--- src/rtl/clock_sequencer.sv ---
// CPU clock sequencer: free-run divider, debounced single-step and HLT halt.
// Define CLOCK_HALT_RESUME_EN to let a step press leave HALTED.
module clock_sequencer #(
   parameter int                   DIV_WIDTH       = 24,
   parameter logic [DIV_WIDTH-1:0] DEFAULT_DIV     = '0,
   parameter int                   DEBOUNCE_CYCLES = 16
) (
   input  logic                 sys_clk,
   input  logic                 rst,
   input  logic                 mode,
   input  logic                 button,
   input  logic                 halt,
   input  logic                 div_load,
   input  logic [DIV_WIDTH-1:0] div_value,
   output logic                 cpu_clk,
   output logic                 cpu_clk_en,
   output logic                 halted
);
   localparam int              DB_W    = $clog2(DEBOUNCE_CYCLES + 1);
   localparam logic [DB_W-1:0] DB_LAST = DB_W'(DEBOUNCE_CYCLES - 1);

   typedef enum logic [1:0] {LOW, HIGH, HALTED} state_t;

   state_t               state, state_next;
   logic                 sync_0, sync_1, db_level, press;
   logic [DB_W-1:0]      db_count;
   logic [DIV_WIDTH-1:0] count, count_next, div_reg;
   logic                 halt_q, halt_q_next, clk_en_next, phase_end;

   // Button path: two-flop synchroniser, then the level only follows after a
   // full run of mismatching samples; press marks the debounced rising edge.
   always_ff @(posedge sys_clk) begin
      if (rst) begin
         sync_0   <= 1'b0;
         sync_1   <= 1'b0;
         db_level <= 1'b0;
         db_count <= '0;
         press    <= 1'b0;
      end else begin
         sync_0 <= button;
         sync_1 <= sync_0;
         press  <= 1'b0;
         if (sync_1 == db_level) begin
            db_count <= '0;
         end else if (db_count == DB_LAST) begin
            db_level <= sync_1;
            db_count <= '0;
            press    <= sync_1;
         end else begin
            db_count <= db_count + 1'b1;
         end
      end
   end

   assign phase_end = (count >= div_reg);

   always_comb begin
      state_next  = state;
      count_next  = count;
      halt_q_next = halt_q | halt;
      clk_en_next = 1'b0;
      case (state)
         LOW: begin
            if (halt_q || halt) begin
               state_next = HALTED;
               count_next = '0;
            end else if (!mode) begin
               if (phase_end) begin
                  state_next  = HIGH;
                  count_next  = '0;
                  clk_en_next = 1'b1;
               end else begin
                  count_next = count + 1'b1;
               end
            end else begin
               count_next = '0;
               if (press) begin
                  state_next  = HIGH;
                  clk_en_next = 1'b1;
               end
            end
         end
         // The high phase always runs to completion; presses here are dropped.
         HIGH: begin
            if (phase_end) begin
               state_next = LOW;
               count_next = '0;
            end else begin
               count_next = count + 1'b1;
            end
         end
         HALTED: begin
            count_next = '0;
`ifdef CLOCK_HALT_RESUME_EN
            if (press && !halt) begin
               state_next  = LOW;
               halt_q_next = 1'b0;
            end
`endif
         end
         default: begin
            state_next = LOW;
            count_next = '0;
         end
      endcase
   end

   // Outputs are decoded from the next state so they change with the state.
   always_ff @(posedge sys_clk) begin
      if (rst) begin
         state      <= LOW;
         count      <= '0;
         div_reg    <= DEFAULT_DIV;
         halt_q     <= 1'b0;
         cpu_clk    <= 1'b0;
         cpu_clk_en <= 1'b0;
         halted     <= 1'b0;
      end else begin
         state      <= state_next;
         count      <= count_next;
         halt_q     <= halt_q_next;
         if (div_load) div_reg <= div_value;
         cpu_clk    <= (state_next == HIGH);
         cpu_clk_en <= clk_en_next;
         halted     <= (state_next == HALTED);
      end
   end
endmodule

--- config.mk ---
export PLATFORM = sky130hd
export DESIGN_NAME = clock_sequencer
export DESIGN_NICKNAME = d
export VERILOG_FILES = /design/src/rtl/clock_sequencer.sv
export SDC_FILE = /design/constraint.sdc
export NUM_CORES = 1
export LEC_CHECK = 0
export BUFFER_PORTS_ARGS = -buffer_cell sky130_fd_sc_hd__clkbuf_2
export CORE_UTILIZATION = 30
export CTS_CLUSTER_DIAMETER = 200
export DETAILED_ROUTE_END_ITERATION = 10
export PLACE_DENSITY = 0.53
export SLEW_MARGIN = 20
export SYNTH_ARGS = -nofsm -noshare
export SYNTH_HDL_FRONTEND = slang
export SYNTH_SLANG_ARGS = --single-unit
--- constraint.sdc ---
create_clock -name sys_clk -period 1.8 [get_ports sys_clk]
set_input_delay 0.09 -clock sys_clk [delete_from_list [all_inputs] [get_ports sys_clk]]
set_output_delay 0.09 -clock sys_clk [all_outputs]
set_load 0.05 [all_outputs]
Yosys cells after proc, flatten, opt, wreduce, memory -nomap -nowiden

Index checks and enable logic that the tools add are counted.

Register bits after elaboration: 63
Input port bits: 30
Output and inout port bits: 3
Logic and storage cells: 44

Reduce and logical (&&, ||, !) cells: 6
Equality and inequality tests: 6
Mux-type cells: 13
Add/subtract/negate cells: 2
Bitwise gates (word level): 4
Order comparisons: 1

Operators with widths:

| operator                                                              | count |
|---|---|
| 24-bit 2-to-1 mux                                                     | 3 |
| 24-bit case mux with 2 select lines                                   | 1 |
| 24-bit by 1-bit adder with 24-bit output, second input constant       | 1 |
| 24-bit >= comparator                                                  | 1 |
| 2-bit 2-to-1 mux                                                      | 5 |
| 3-bit OR reduction                                                    | 3 |
| 2-bit case mux with 3 select lines                                    | 1 |
| 5-bit by 1-bit adder with 5-bit output, second input constant         | 1 |
| 5-bit by 4-bit equality test with 1-bit output, second input constant | 1 |
| 2-bit by 1-bit equality test with 1-bit output, second input constant | 2 |
| 2-bit equality test, second input constant                            | 2 |
| 1-bit 2-to-1 mux                                                      | 3 |
| 1-bit inverter                                                        | 3 |
| 2-bit zero test                                                       | 1 |
| 2-bit AND reduction                                                   | 1 |
| 1-bit equality test                                                   | 1 |
| 1-bit logical OR                                                      | 1 |
| 1-bit OR                                                              | 1 |

Logic depth before layout (Yosys ltp)

Depth in word-level cells: 6
Gate-level depth with buffers: 9
Depth with buffers taken out: 8

Least setup slack after synthesis

OpenSTA, ideal clock, no wires.

Path type: reg-to-reg
From: register count[0]
To: register count[10]
Buffers on the path: 1
Data arrival time: 1901 ps
Data required time: 1736 ps
Period minus slack after synthesis: 1965 ps
Path slack: -165 ps
Setup time: 64 ps
Stages on the path, launching flop included: 10
Cell sequence: dfxtp_1 -> inv_1 -> ha_1 -> nand2b_4 -> a2111oi_4 -> o31ai_2 -> a31oi_4 -> o2111ai_4 -> buf_2 -> nor2_1

Longest elaborated chain between the ends: 5
Elaborated cells between the ends (all ways): 6
Those cells by class: 1 x add/sub; 1 x order compare; 4 x mux

RTL lines:

| item                                                                             | line       | text |
|---|---|---|
| from (decl)                                                                      | 27         | `logic [DIV_WIDTH-1:0] count, count_next, div_reg;` |
| from (signal assigned)                                                           | 120        | `count <= count_next;` |
| 24-bit by 1-bit adder with 24-bit output or 24-bit >= comparator (tied branches) | 73, 89, 55 |  |
| 24-bit 2-to-1 mux *                                                              | 68, 85     |  |
| 24-bit 2-to-1 mux                                                                | 67         | `end else if (!mode) begin` |
| 24-bit 2-to-1 mux                                                                | 64         | `if (halt_q \|\| halt) begin` |
| 24-bit case mux with 2 select lines *                                            | 62         | `case (state)` |

Every way passes the cells marked *; elsewhere a longest branch is shown, timed or not.
A chain may end at the register's enable or synchronous reset.

Worst setup path in the final report

From: register count[0]
To: register count[7]

Same word-level chain as after synthesis.

==> out/metrics.cfg <==
[status]
status = finished with violations
violations = setup timing

[placement]
preCtsSetupSlack_ps = -199
postPlaceCellArea_um2 = 3630
place_congestion = 0.776
dp.cells = 517
place_hpwl_um = 4340
port_buffers = 32

[clock_network]
cts_buffers = 9
cts_buffer_depth = 2
htreeDepth = 3
cts_tree = yes
clk_latency_ps = 340
cts_sinks = 63
cts_root_buffer = clkbuf_8
clkTransAtPathRegs_ps = 70

[yosys]
synth_edf_count = 0
ys_seq_area_share_pct = 41.9
ys_ff_latch = 63
yosys_warnings = 0
synthesis.area_um2 = 3010
synthDistinctLibCells = 37
async_flop_share_pct = 0
netlist_instances = 322
syn-num-nets = 379
synth.avg_cell_area_um2 = 9.36
ys.flop_type = dfxtp_1

[floorplanning]
ioPinCount = 33
rows = 36
die_y_um = 102
fp.dieW_um = 102
start_util_pct = 30.8
core_area_um2 = 9770
die_area_um2 = 10400

[critical_path]
cp-start-kind = flip-flop
cp_data_required_time_ps = 2070
crit_arrival_ps = 2190
crit_type = flip-flop to flip-flop
crit_path_max_fanout = 18
end_kind = flip-flop

[sta]
drv_slew = 0
skew_ps = 5.54
final.min_clock_period_ps = 1920
hold_slack_ps = 2.77
setup_slack_ps = -119
finalCritPeriodShare_pct = 107
setup_tns_ps = -2110
setup_viol = 26
hold_violations = 0
worst_slew_pin_slew_ps = 462
max_slew_margin_pct = 68.8
clock.fmax_mhz = 521
grt_setup_unrepaired = yes

[power]
total_power_mw = 2.95
powerDensity_nw_per_um2 = 704
leakage_nw = 1.78
peakVddDrop_v = 0.000280

[global_route]
track_usage_pct = 12.7
grt-ovfl-total = 0
grt_pass1_wl_um = 10100
grt_max_degree = 25
grt_pass1_vias = 2274
antenna_found_initial = 0

[layout]
diodes = 0
fin_util_pct = 42.8
final_cell_count_no_fill = 557
nets = 476
fin_area_um2 = 4180
drive_above_1_share_pct = 29.2
area_delta_synth_final_pct = 38.8

[route]
vias_per_cell = 4.23
drtIter0Drc = 53
ant_nets = 0
totalWireLength_um = 5930
vias = 2357
routedWlPerCell_um = 10.6
drc = 0
dr.pass1.iters = 4

[min_path]
hold_class = primary input to flip-flop

[job]
cap_violations = 0

cell usage in the layout (no fill, tap or decap), types with 3 or more instances in the layout:
cell           netlist  layout
nor2b_1              3       3
dfxtp_2              0       7
xor2_1              14      14
nor2_1              65      60
clkbuf_2             0      32
nor2_2               0       5
xnor2_1             11      11
mux2i_1             25      25
dlygate4sd3_1        0      22
inv_2                0       3
clkinvlp_4           0       3
o21a_1               3       3
nor3_1               4       4
nand4_1              7       7
and3_1               6       6
a21oi_1             10       9
nand3_1              8       8
buf_4                1      39
nand2_1             14      14
inv_1               28      25
clkbuf_8             0      11
and2_1               3       3
ha_1                27      21
dfxtp_1             63      56
ha_4                 0       6
path summary, 6_finish.rpt:
check,to,slack [ps],cells after the start,start
worst max-delay path,count[7]$_SDFF_PP0_,-120,9,count[0]$_SDFF_PP0_
worst min-delay path,div_reg[0]$_SDFFE_PP0P_,3,3,div_value[0]
worst max register to register,count[7]$_SDFF_PP0_,-120,9,count[0]$_SDFF_PP0_
worst min register to register,sync_1$_SDFF_PP0_,440,1,sync_0$_SDFF_PP0_
synthesized netlist by cell type, types with 4 or more instances:
master | count | area (µm²)
and3_1 | 6 | 37.5
inv_1 | 28 | 105
a21oi_1 | 10 | 50.1
clkbuf_1 | 4 | 15.0
xor2_1 | 14 | 123
nand3_1 | 8 | 40.0
mux2i_1 | 25 | 250
xnor2_1 | 11 | 96.3
nand4_1 | 7 | 43.8
ha_1 | 27 | 338
nand2_1 | 14 | 52.6
nor3_1 | 4 | 20.0
nor2_1 | 65 | 244
dfxtp_1 | 63 | 1260
metal layers:
metal / track usage (%) / part of all wire [%] / vias up
met2: 20.8 / 47 / 21
li1: - / - / 1272
met4: 6.26 / 1.9 / 0
met3: 2.67 / 1.9 / 9
met1: 15.9 / 49 / 1055
met5: 0 / 0 / -
what timing repair did:
item                                    CTS  global route
hold buffers                             22             0
endpoints found under the setup margin   27            27
pin swaps                                 6             3
setup buffers                             1             1
resized for setup                        22             5
endpoints found under the hold margin    22             0
report_power, final:
| part | leakage (nW) | internal [mW] | switching (mW) |
|---|---|---|---|
| Clock | 0.0873 | 0.569 | 0.564 |
| Combinational | 1.18 | 0.183 | 0.165 |
| Sequential | 0.517 | 1.44 | 0.0251 |
worst max-delay path, stage by stage (launching register included):
cell       delay (ps)
dfxtp_2           340
inv_2              40
ha_4              200
nand2b_4          140
a2111oi_4         330
o31ai_4           130
a31oi_4           210
o2111ai_4         180
buf_12            190
nor2_1            100
cell type report:
cell class / count / area, µm²
clock buffers: 11 / 151
clock inverters: 5 / 32.5
fillers: 973 / 5590
inverters: 28 / 105
multi-input cells: 221 / 1730
flip-flops and latches: 63 / 1270
well taps: 133 / 166
repair buffers: 96 / 724
logic make-up after synthesis:
group / count (synthesis) / synth area share (%)
flops: 63 / 41.9
simple gates: 119 / 19.1
compound gates: 25 / 7.35
fa+ha+maj: 27 / 11.2
xor+xnor: 25 / 7.27
mux: 25 / 8.31
buf+inv: 38 / 4.94
No activity file was read; power rests on OpenSTA's default activity.
